### src/rtl/wb_gpio_irq_pkg.sv
// ---------------------------------------------------------------------------
// wb_gpio_pkg
// Shared constants for the Wishbone GPIO block with edge interrupts:
//   - byte offsets of the eight word registers and their 3-bit word index
//   - legal bounds of the WIDTH and SYNC_STAGES parameters
//   - lane_mask(): expands Wishbone byte selects into a 32-bit bit mask
// ---------------------------------------------------------------------------
package wb_gpio_pkg;

  localparam int unsigned WIDTH_MIN       = 32'd1;
  localparam int unsigned WIDTH_MAX       = 32'd32;
  localparam int unsigned SYNC_STAGES_MIN = 32'd2;
  localparam int unsigned SYNC_STAGES_MAX = 32'd4;

  localparam logic [31:0] OFS_OUT    = 32'h0000_0000;
  localparam logic [31:0] OFS_IN     = 32'h0000_0004;
  localparam logic [31:0] OFS_DIR    = 32'h0000_0008;
  localparam logic [31:0] OFS_IE     = 32'h0000_000C;
  localparam logic [31:0] OFS_EDGE   = 32'h0000_0010;
  localparam logic [31:0] OFS_BOTH   = 32'h0000_0014;
  localparam logic [31:0] OFS_PEND   = 32'h0000_0018;
  localparam logic [31:0] OFS_SETCLR = 32'h0000_001C;

  // Word index taken from address bits [4:2]
  typedef enum logic [2:0] {
    REG_OUT    = 3'd0,
    REG_IN     = 3'd1,
    REG_DIR    = 3'd2,
    REG_IE     = 3'd3,
    REG_EDGE   = 3'd4,
    REG_BOTH   = 3'd5,
    REG_PEND   = 3'd6,
    REG_SETCLR = 3'd7
  } reg_idx_e;

  function automatic logic [31:0] lane_mask(input logic [3:0] sel);
    lane_mask = {{8{sel[3]}}, {8{sel[2]}}, {8{sel[1]}}, {8{sel[0]}}};
  endfunction

endpackage

### src/rtl/wb_gpio_irq_if.sv
// ---------------------------------------------------------------------------
// wb_gpio_irq_if
// Wishbone classic slave bus bundle for wb_gpio_irq.
//   wb_stb_i, wb_cyc_i, wb_we_i : strobe, cycle, write enable (master -> slave)
//   wb_adr_i[31:0]              : byte address
//   wb_sel_i[3:0]               : byte lane enables
//   wb_dat_i[31:0]              : write data
//   wb_dat_o[31:0]              : read data (slave -> master)
//   wb_ack_o                    : transfer acknowledge (slave -> master)
// ---------------------------------------------------------------------------
interface wb_gpio_irq_if;
  logic        wb_stb_i;
  logic        wb_cyc_i;
  logic        wb_we_i;
  logic [31:0] wb_adr_i;
  logic [3:0]  wb_sel_i;
  logic [31:0] wb_dat_i;
  logic [31:0] wb_dat_o;
  logic        wb_ack_o;

  modport master (
    output wb_stb_i, wb_cyc_i, wb_we_i, wb_adr_i, wb_sel_i, wb_dat_i,
    input  wb_dat_o, wb_ack_o
  );

  modport slave (
    input  wb_stb_i, wb_cyc_i, wb_we_i, wb_adr_i, wb_sel_i, wb_dat_i,
    output wb_dat_o, wb_ack_o
  );
endinterface

### src/rtl/wb_gpio_irq_sync_edge.sv
// ---------------------------------------------------------------------------
// gpio_sync_edge
// Brings asynchronous pins into the clock domain and detects edges.
//   clk, reset  : clock, asynchronous active-low reset
//   pin_i       : raw asynchronous pin values
//   sync_o      : synchroniser chain output (SYNC_STAGES flops deep)
//   rise_o      : one-cycle pulse, chain output went 0 -> 1
//   fall_o      : one-cycle pulse, chain output went 1 -> 0
// Chain and delay flop both reset to zero, so the detector is primed: no
// edge can be reported in the first cycle after reset release.
// ---------------------------------------------------------------------------
module gpio_sync_edge #(
  parameter int WIDTH       = 8,
  parameter int SYNC_STAGES = 2
) (
  input  logic             clk,
  input  logic             reset,
  input  logic [WIDTH-1:0] pin_i,
  output logic [WIDTH-1:0] sync_o,
  output logic [WIDTH-1:0] rise_o,
  output logic [WIDTH-1:0] fall_o
);

  logic [WIDTH-1:0] chain_q [SYNC_STAGES];
  logic [WIDTH-1:0] dly_q;

  // Synchroniser chain plus one-cycle delayed copy of its output
  always_ff @(posedge clk or negedge reset) begin
    if (!reset) begin
      for (int s = 32'sd0; s < SYNC_STAGES; s++) begin
        chain_q[s] <= {WIDTH{1'b0}};
      end
      dly_q <= {WIDTH{1'b0}};
    end else begin
      chain_q[0] <= pin_i;
      for (int s = 32'sd1; s < SYNC_STAGES; s++) begin
        chain_q[s] <= chain_q[s-1];
      end
      dly_q <= chain_q[SYNC_STAGES-1];
    end
  end

  assign sync_o = chain_q[SYNC_STAGES-1];
  assign rise_o = chain_q[SYNC_STAGES-1] & ~dly_q;
  assign fall_o = ~chain_q[SYNC_STAGES-1] & dly_q;

endmodule

### src/rtl/wb_gpio_irq.sv
// ---------------------------------------------------------------------------
// wb_gpio_irq
// Wishbone-mapped GPIO block with per-pin direction and edge interrupts.
//   clk, reset     : clock, asynchronous active-low reset
//   wb (slave)     : Wishbone classic slave, one wait state, one-cycle ack
//   gpio_in        : asynchronous pin inputs
//   gpio_out       : OUT register
//   gpio_oe        : DIR register (1 drives the pin)
//   irq_o          : registered |(PEND & IE)
// Registers (byte offset): 00 OUT, 04 IN, 08 DIR, 0C IE, 10 EDGE,
// 14 BOTH, 18 PEND (write 1 to clear), 1C SETCLR (write only).
// ---------------------------------------------------------------------------
module wb_gpio_irq
  import wb_gpio_pkg::*;
#(
  parameter int WIDTH       = 8,
  parameter int SYNC_STAGES = 2
) (
  input  logic             clk,
  input  logic             reset,
  wb_gpio_irq_if.slave     wb,
  input  logic [WIDTH-1:0] gpio_in,
  output logic [WIDTH-1:0] gpio_out,
  output logic [WIDTH-1:0] gpio_oe,
  output logic             irq_o
);

  // SETCLR packs set and clear halves into one word, so it only fits 16 pins
  localparam bit SETCLR_EN = (WIDTH <= 32'sd16);

  logic [WIDTH-1:0] out_q, out_d, dir_q, dir_d, ie_q, ie_d;
  logic [WIDTH-1:0] edge_q, edge_d, both_q, both_d, pend_q, pend_d;
  logic             ack_q, ack_d, irq_q, irq_d;
  logic [31:0]      dat_q, dat_d, rd_s;
  logic [WIDTH-1:0] sync_s, rise_s, fall_s, hit_s, w1c_s;
  logic             req_s, wr_s;
  reg_idx_e         idx_s;
  logic             unused_adr_s;

  // Byte-lane merge restricted to implemented bits
  function automatic logic [WIDTH-1:0] merge_lanes(input logic [WIDTH-1:0] old_v,
                                                   input logic [31:0]      new_v,
                                                   input logic [3:0]       sel);
    logic [31:0] m;
    m = lane_mask(sel);
    merge_lanes = (old_v & ~m[WIDTH-1:0]) | (new_v[WIDTH-1:0] & m[WIDTH-1:0]);
  endfunction

  // Set low half, clear high half; a bit named in both halves toggles
  function automatic logic [WIDTH-1:0] apply_setclr(input logic [WIDTH-1:0] old_v,
                                                    input logic [31:0]      d,
                                                    input logic [3:0]       sel);
    logic [31:0] m;
    logic [31:0] s32;
    logic [31:0] c32;
    m   = lane_mask(sel);
    s32 = {16'h0000, d[15:0]  & m[15:0]};
    c32 = {16'h0000, d[31:16] & m[31:16]};
    for (int i = 32'sd0; i < WIDTH; i++) begin
      apply_setclr[i] = (s32[i] & c32[i]) ? ~old_v[i] : (s32[i] | (old_v[i] & ~c32[i]));
    end
  endfunction

  gpio_sync_edge #(
    .WIDTH       (WIDTH),
    .SYNC_STAGES (SYNC_STAGES)
  ) u_sync_edge (
    .clk    (clk),
    .reset  (reset),
    .pin_i  (gpio_in),
    .sync_o (sync_s),
    .rise_o (rise_s),
    .fall_o (fall_s)
  );

  // ack_q blocks a new request in the cycle it is high, giving the 1-cycle pulse
  assign req_s        = wb.wb_stb_i & wb.wb_cyc_i & ~ack_q;
  assign wr_s         = req_s & wb.wb_we_i;
  assign idx_s        = reg_idx_e'(wb.wb_adr_i[4:2]);
  assign unused_adr_s = ^{wb.wb_adr_i[31:5], wb.wb_adr_i[1:0]};

  // BOTH overrides EDGE; EDGE=1 selects rising, EDGE=0 falling
  assign hit_s = (both_q & (rise_s | fall_s))
               | (~both_q & edge_q & rise_s)
               | (~both_q & ~edge_q & fall_s);

  assign wb.wb_ack_o = ack_q & wb.wb_stb_i & wb.wb_cyc_i;
  assign wb.wb_dat_o = dat_q;
  assign gpio_out    = out_q;
  assign gpio_oe     = dir_q;
  assign irq_o       = irq_q;

  // Read multiplexer, zero-extended to the bus width
  always_comb begin
    rd_s = 32'h0000_0000;
    case (idx_s)
      REG_OUT:    rd_s[WIDTH-1:0] = out_q;
      REG_IN:     rd_s[WIDTH-1:0] = sync_s;
      REG_DIR:    rd_s[WIDTH-1:0] = dir_q;
      REG_IE:     rd_s[WIDTH-1:0] = ie_q;
      REG_EDGE:   rd_s[WIDTH-1:0] = edge_q;
      REG_BOTH:   rd_s[WIDTH-1:0] = both_q;
      REG_PEND:   rd_s[WIDTH-1:0] = pend_q;
      REG_SETCLR: rd_s = 32'h0000_0000;
      default:    rd_s = 32'h0000_0000;
    endcase
  end

  // Next-state for registers, handshake, read data and interrupt
  always_comb begin
    out_d  = out_q;
    dir_d  = dir_q;
    ie_d   = ie_q;
    edge_d = edge_q;
    both_d = both_q;
    w1c_s  = {WIDTH{1'b0}};
    if (wr_s) begin
      case (idx_s)
        REG_OUT:  out_d  = merge_lanes(out_q,  wb.wb_dat_i, wb.wb_sel_i);
        REG_DIR:  dir_d  = merge_lanes(dir_q,  wb.wb_dat_i, wb.wb_sel_i);
        REG_IE:   ie_d   = merge_lanes(ie_q,   wb.wb_dat_i, wb.wb_sel_i);
        REG_EDGE: edge_d = merge_lanes(edge_q, wb.wb_dat_i, wb.wb_sel_i);
        REG_BOTH: both_d = merge_lanes(both_q, wb.wb_dat_i, wb.wb_sel_i);
        REG_PEND: w1c_s  = merge_lanes({WIDTH{1'b0}}, wb.wb_dat_i, wb.wb_sel_i);
        REG_SETCLR: begin
          if (SETCLR_EN) begin
            out_d = apply_setclr(out_q, wb.wb_dat_i, wb.wb_sel_i);
          end else begin
            out_d = out_q;
          end
        end
        default: out_d = out_q;
      endcase
    end else begin
      out_d = out_q;
    end

    // A new edge wins over a same-cycle clear
    pend_d = (pend_q & ~w1c_s) | hit_s;
    irq_d  = |(pend_q & ie_q);
    ack_d  = req_s;

    if (req_s && !wb.wb_we_i) begin
      dat_d = rd_s;
    end else begin
      dat_d = dat_q;
    end
  end

  // State registers
  always_ff @(posedge clk or negedge reset) begin
    if (!reset) begin
      out_q  <= {WIDTH{1'b0}};
      dir_q  <= {WIDTH{1'b0}};
      ie_q   <= {WIDTH{1'b0}};
      edge_q <= {WIDTH{1'b0}};
      both_q <= {WIDTH{1'b0}};
      pend_q <= {WIDTH{1'b0}};
      ack_q  <= 1'b0;
      irq_q  <= 1'b0;
      dat_q  <= 32'h0000_0000;
    end else begin
      out_q  <= out_d;
      dir_q  <= dir_d;
      ie_q   <= ie_d;
      edge_q <= edge_d;
      both_q <= both_d;
      pend_q <= pend_d;
      ack_q  <= ack_d;
      irq_q  <= irq_d;
      dat_q  <= dat_d;
    end
  end

endmodule

### src/flat_wrapper.sv
// flat-port wrapper written by rule: the top's interface ports become plain ports
module wb_gpio_irq_flat import wb_gpio_pkg::*;
#(
  parameter int WIDTH       = 8,
  parameter int SYNC_STAGES = 2
)
  (clk, reset, gpio_in, gpio_out, gpio_oe, irq_o, wb_wb_stb_i, wb_wb_cyc_i, wb_wb_we_i, wb_wb_adr_i, wb_wb_sel_i, wb_wb_dat_i, wb_wb_dat_o, wb_wb_ack_o);
  wb_gpio_irq_if wb_i ();
  input  logic clk;
  input  logic reset;
  input  logic [WIDTH-1:0] gpio_in;
  output logic [WIDTH-1:0] gpio_out;
  output logic [WIDTH-1:0] gpio_oe;
  output logic irq_o;
  input wire logic [$bits(wb_i.wb_stb_i)-1:0] wb_wb_stb_i;
  input wire logic [$bits(wb_i.wb_cyc_i)-1:0] wb_wb_cyc_i;
  input wire logic [$bits(wb_i.wb_we_i)-1:0] wb_wb_we_i;
  input wire logic [$bits(wb_i.wb_adr_i)-1:0] wb_wb_adr_i;
  input wire logic [$bits(wb_i.wb_sel_i)-1:0] wb_wb_sel_i;
  input wire logic [$bits(wb_i.wb_dat_i)-1:0] wb_wb_dat_i;
  output wire logic [$bits(wb_i.wb_dat_o)-1:0] wb_wb_dat_o;
  output wire logic [$bits(wb_i.wb_ack_o)-1:0] wb_wb_ack_o;
  assign wb_i.wb_stb_i = wb_wb_stb_i;
  assign wb_i.wb_cyc_i = wb_wb_cyc_i;
  assign wb_i.wb_we_i = wb_wb_we_i;
  assign wb_i.wb_adr_i = wb_wb_adr_i;
  assign wb_i.wb_sel_i = wb_wb_sel_i;
  assign wb_i.wb_dat_i = wb_wb_dat_i;
  assign wb_wb_dat_o = wb_i.wb_dat_o;
  assign wb_wb_ack_o = wb_i.wb_ack_o;
  wb_gpio_irq #(.WIDTH(WIDTH), .SYNC_STAGES(SYNC_STAGES)) u_core (.clk(clk), .reset(reset), .wb(wb_i), .gpio_in(gpio_in), .gpio_out(gpio_out), .gpio_oe(gpio_oe), .irq_o(irq_o));
endmodule
### config.mk
export PLATFORM = sky130hd
export DESIGN_NAME = wb_gpio_irq_flat
export DESIGN_NICKNAME = d
export VERILOG_FILES = /design/src/rtl/wb_gpio_irq_pkg.sv /design/src/rtl/wb_gpio_irq_if.sv /design/src/rtl/wb_gpio_irq_sync_edge.sv /design/src/rtl/wb_gpio_irq.sv /design/src/flat_wrapper.sv
export SDC_FILE = /design/constraint.sdc
export NUM_CORES = 1
export LEC_CHECK = 0
export BUFFER_PORTS_ARGS = -buffer_cell sky130_fd_sc_hd__buf_4
export CORE_ASPECT_RATIO = 1.1
export CORE_MARGIN = 5
export CORE_UTILIZATION = 46
export DETAILED_ROUTE_END_ITERATION = 10
export PLACE_DENSITY_LB_ADDON = 0.25
export REMOVE_ABC_BUFFERS = 1
export SLEW_MARGIN = 10
export SYNTH_ARGS = -nofsm -noshare
export SYNTH_HDL_FRONTEND = slang
export SYNTH_SLANG_ARGS = --single-unit
### constraint.sdc
create_clock -name clk -period 1.5 [get_ports clk]
set_input_delay 0.15 -clock clk [delete_from_list [all_inputs] [get_ports clk]]
set_output_delay 0.15 -clock clk [all_outputs]
set_load 0.01 [all_outputs]
=== Word-level counts from Yosys, hierarchy flattened ===
Cells that the tools add are included.

* Output and inout port bits: 50
* Flip-flop bits (word level): 82
* Word-level logic and storage cells: 119
* Input port bits: 81

* Mux-type cells: 12
* Bitwise operators: 78
* Equal/unequal tests: 7
* Reductions and logical operators: 10

{| class="wikitable"
|+ Operators with widths
! kind !! count
|-
| $and A8 B8 Y8 || 17
|-
| $or A8 B8 Y8 || 9
|-
| $pmux W8 S8 || 1
|-
| $not A8 Y8 || 6
|-
| $and A1 B1 Y1 || 21
|-
| $not A1 Y1 || 17
|-
| $mux W8 || 2
|-
| $pmux W8 S2 || 1
|-
| $eq A3 B3 Y1 const B || 4
|-
| $reduce_and A2 Y1 || 5
|-
| $mux W1 || 8
|-
| $or A1 B1 Y1 || 8
|-
| $reduce_or A8 Y1 || 1
|-
| $eq A3 B2 Y1 const B || 2
|-
| $eq A3 B1 Y1 const B || 1
|-
| $logic_not A3 Y1 || 1
|-
| $reduce_bool A2 Y1 || 1
|-
| $logic_and A1 B1 Y1 || 1
|-
| $logic_not A1 Y1 || 1
|}

=== Logic depth before layout (Yosys ltp) ===
* Depth after elaboration: 7
* Depth in mapped cells: 7
* Depth with buffers taken out: 6

=== Hierarchy ===
Synthesis repeated with hierarchy kept, for this count alone.

* Cells, all modules: 355
* Area, all modules: 4087.7 µm²

{| class="wikitable"
|+ Modules (own cells, without submodules)
! module !! seq. area each (µm²) !! instances !! cells an instance !! area an instance (µm²)
|-
| wb_gpio_irq || 1451.4 || 1 || 307 || 3286.9
|-
| gpio_sync_edge || 600.6 || 1 || 48 || 800.8
|}

=== Worst setup path after synthesis ===
OpenSTA, ideal clock, no wires.

* Path type: reg-to-reg
* Start point: register u_core.ack_q
* End point: register (tool-made name)
* Setup slack: -0.053 ns
* Clock period less this slack: 1.553 ns
* Stages on the path, launching flop included: 6
* Arrival time: 1.428 ns
* Library setup time: 0.125 ns
* Path buffers: 1
* Data required time: 1.375 ns
* Cells stage by stage: dfrtp_1 nand3b_4 nor2_1 and3_1 buf_4 mux2_2

{| class="wikitable"
|+ RTL lines
! item !! line !! text
|-
| start: declaration || wb_gpio_irq.sv:33 || <nowiki>logic ack_q, ack_d, irq_q, irq_d;</nowiki>
|-
| start signal: assignment || wb_gpio_irq.sv:169 || <nowiki>ack_q <= ack_d;</nowiki>
|}

==> flow_metrics.py <==
metrics = {
    "worst_setup_path": {
        "rrSetupSlack_ns": -0.12,
        "worstRegToRegCells": 6,
        "critPathLaunchType": "register",
        "end_kind": "register",
        "crit_arrival_ns": 1.86,
        "critPathTopFamily": "simple AND/OR/NAND/NOR gates",
        "cp_max_fo": 3,
        "critical_path_class": "reg -> reg",
        "path_buf_inv": 2,
        "timing.rr.start": "u_core.ack_q$_DFF_PN0_",
        "worst-path-stages": 6,
        "worstPathCellList": "nand3b_4, buf_4, nor2_4, and3_4, buf_6, mux2_2",
        "worstPathRequired_ns": 1.74,
        "slowest_stage": "dfrtp_1",
        "startpoint": "u_core.ack_q$_DFF_PN0_",
        "max_stage_delay_ns": 0.38,
    },
    "detailed_routing": {
        "firstDrtPassIters": 4,
        "drt_iter0_markers": 122,
        "drc": 0,
        "via_per_inst": 5.31,
        "routed-wl-met3_um": 573,
        "ant_nets": 0,
        "wire_per_inst_um": 17.7,
        "wl_met1_um": 4480,
        "routed_wirelength_um": 10200,
        "num_vias": 3056,
        "top_layer": "met4",
        "dr_wl_met2_um": 4970,
    },
    "timing": {
        "hold_viol_final": 0,
        "setup_viol": 32,
        "fmax_mhz": 617,
        "fin_crit_ns": 1.62,
        "fin_skew_ns": 0.00957,
        "setup_slack_ns": -0.120,
        "rsz0062_at_grt": "true",
        "slew_viol_final": 0,
        "setup_tns_ns": -2.45,
        "min_period_over_period_pct": 108,
    },
    "floorplanning": {
        "dieWidth_um": 100,
        "io_pins": 131,
        "rows": 36,
        "fp.dieH_um": 109,
        "coreArea_um2": 8830,
        "die_area_um2": 11000,
        "start_util_pct": 46.7,
    },
    "cts": {
        "cts_tree": "done",
        "htree_levels": 3,
        "cts_sinks": 82,
        "numCtsBuffers": 9,
        "path_clk_slew_ns": 0.08,
        "clkLatencyLatePin_ns": 0.36,
        "cts_root_buffer": "clkbuf_8",
        "clock_path_buffers": 2,
    },
    "power_and_ir_drop": {
        "p_sw_mw": 1.48,
        "leakage_nw": 2.61,
        "clkPwrFrac_pct": 33.2,
        "sw_frac_of_total_pct": 26.5,
        "p_seq_share_pct": 47.4,
        "peakVddDrop_uv": 599,
        "pwr-share-comb_pct": 19.3,
        "cellPowerDensity_nw_per_um2": 1050,
        "intPower_mw": 4.10,
    },
    "place": {
        "gp_congestion": 0.847,
        "portBuffers": 59,
        "dp_hpwl_um": 7420,
        "dp.cells": 547,
    },
    "synthesis": {
        "ys_types": 40,
        "yosysSeqAreaShare_pct": 49.7,
        "synth.cell_area_um2": 4130,
        "synthCells": 353,
        "ys_warn_count": 0,
        "synth.top_cell.area_share_pct": 49.7,
        "synth_area_leaders": "dfrtp_1, mux2_2, buf_4",
        "ys_ff_latch": 82,
        "syn_area_per_cell_um2": 11.7,
        "yosysTopAreaCell": "dfrtp_1",
    },
    "hold_path": {
        "hp-class": "in -> reg",
    },
    "finish": {
        "finalNonFillerCells": 575,
        "diodes": 0,
        "area_delta_synth_final_pct": 28.3,
        "post_route_cells_drive_above_1_share_pct": 36.4,
        "nFillCells": 776,
        "nets": 555,
    },
    "global_routing": {
        "grt_max_degree": 33,
        "grt_pass1_wl_um": 16100,
        "grt_remaining_overflow": 0,
        "gr-usage-all-layers_pct": 19.2,
        "grt_pass1_vias": 3194,
        "grt_antenna_before_repair": 0,
    },
    "status": {
        "status": "finished with violations",
        "failed_checks": "negative setup slack",
    },
    "run": {
        "cap_violations": 0,
    },
}
## Yosys cell counts (all sizes together)
| cell type | n |
|---|---|
| a211oi | 9 |
| a21o | 8 |
| a21oi | 25 |
| a22oi | 5 |
| a2bb2oi | 4 |
| a31oi | 16 |
| and3 | 3 |
| buf | 35 |
| clkbuf | 5 |
| conb | 1 |
| dfrtp | 82 |
| ha | 16 |
| inv | 18 |
| mux2 | 32 |
| mux2i | 15 |
| mux4 | 2 |
| nand2 | 23 |
| nand2b | 1 |
| nand3 | 2 |
| nand3b | 4 |
| nand4 | 1 |
| nand4b | 1 |
| nor2 | 11 |
| nor2b | 9 |
| nor3b | 1 |
| nor4 | 2 |
| o211a | 4 |
| o211ai | 2 |
| o21ai | 7 |
| o221ai | 3 |
| o41ai | 4 |
| or2 | 1 |
| or3 | 1 |
## per-layer routing
layer  vias up  GRT usage, %
li1       1422             -
met1      1530          24.9
met2        90          31.2
met3        14          4.44
met4         0          7.51
met5         -             0
## through the flow
stage / instance area, um^2 / hold WS, ns / power, mW / setup slack [ns] / utilization (%)
6_report: 5290 / 0.0830 / 5.58 / -0.120 / 59.9
5_1_grt: 5290 / 0.0759 / 5.86 / -0.181 / 59.9
4_1_cts: 5180 / 0.0650 / 5.60 / -0.138 / 58.7
3_5_place_dp: 4830 / 0.107 / 3.70 / -0.152 / 54.7
3_3_place_gp: 4830 / 0.108 / 3.66 / -0.152 / 54.7
2_1_floorplan: 3940 / -0.146 / 3.13 / -0.114 / -
## cell usage in the layout, fill, tap and decap left out, types with 2 or more instances in the layout
cell type | netlist | final
nand3b_1 | 3 | 3
mux2_2 | 32 | 24
buf_4 | 29 | 91
o221ai_1 | 3 | 3
nor2b_1 | 9 | 9
o21ai_0 | 7 | 6
mux4_2 | 2 | 2
a21oi_2 | 8 | 8
buf_6 | 2 | 9
o211ai_1 | 2 | 2
nand2_1 | 23 | 23
clkbuf_8 | 0 | 9
a21o_1 | 8 | 8
mux2i_1 | 15 | 15
a2bb2oi_1 | 4 | 4
nor4_4 | 2 | 2
bufinv_16 | 0 | 3
a21oi_1 | 17 | 17
o211a_1 | 4 | 4
dfrtp_1 | 82 | 82
a31oi_1 | 16 | 16
inv_1 | 18 | 18
nor2_1 | 11 | 10
mux2_4 | 0 | 8
and3_1 | 3 | 2
clkbuf_1 | 5 | 2
a211oi_1 | 8 | 8
o41ai_2 | 0 | 2
buf_12 | 0 | 2
conb_1 | 1 | 24
a22oi_1 | 5 | 5
ha_1 | 16 | 16
dlygate4sd3_1 | 0 | 9
## power groups by stage
stage	combinational (mW)	clock, mW	sequential [mW]
after floorplan	0.444	0	2.69
after global placement	0.987	0	2.67
after detailed placement	1.01	0	2.69
after CTS	1.05	1.90	2.64
after global routing	1.19	1.98	2.68
final	1.08	1.85	2.65
## logic make-up after synthesis
kind of cell / Yosys count / synth area share, %
compound gates: 87 / 15.0
buf+inv: 58 / 8.34
simple gates: 60 / 8.49
fa+ha+maj: 16 / 4.85
flops: 82 / 49.7
mux: 49 / 13.5
other cells: 1 / 0.0909
## worst reg2reg max path, delay by kind of cell, from the launching register on
| family | cells | cell delay (ns) |
|---|---|---|
| buffers and inverters | 2 | 0.27 |
| flip-flops | 1 | 0.38 |
| multiplexers | 1 | 0.33 |
| AND/OR/NAND/NOR | 3 | 0.52 |
## repair_timing
action | 4_1_cts | 5_1_grt
gates resized for setup | 12 | 14
hold buffers | 9 | 0
endpoints found under the setup margin | 32 | 31
buffers inserted | 0 | 5
gates cloned | 0 | 0
pin swaps | 2 | 4
endpoints found under the hold margin | 36 | 0
## how the worst min path moves through the flow
stage          cells past startpoint           start                                  endpoint  slack [ns]
6_report                           2  wb_wb_dat_i[2]                                  register        0.08
5_1_grt                            2  wb_wb_dat_i[4]                                  register        0.08
4_1_cts                            2  wb_wb_dat_i[2]                                  register        0.07
3_5_place_dp                       1           reset  u_core.u_sync_edge.chain_q[11]$_DFF_PN0_        0.11
3_3_place_gp                       1           reset  u_core.u_sync_edge.chain_q[11]$_DFF_PN0_        0.11
2_1_floorplan                      0           reset                asynchronous set/reset pin       -0.15
## final cells by class
type / count / area [um^2] / area share, %
Inverter: 18 / 67.6 / 1.28
Multi-Input combinational cell: 236 / 1890 / 35.8
Tap cell: 114 / 143 / 2.70
Sequential cell: 82 / 2050 / 38.8
Timing Repair Buffer: 111 / 915 / 17.3
Clock inverter: 3 / 90.1 / 1.70
Clock buffer: 11 / 131 / 2.48
Note: power is estimated with default switching activity, not from simulation.
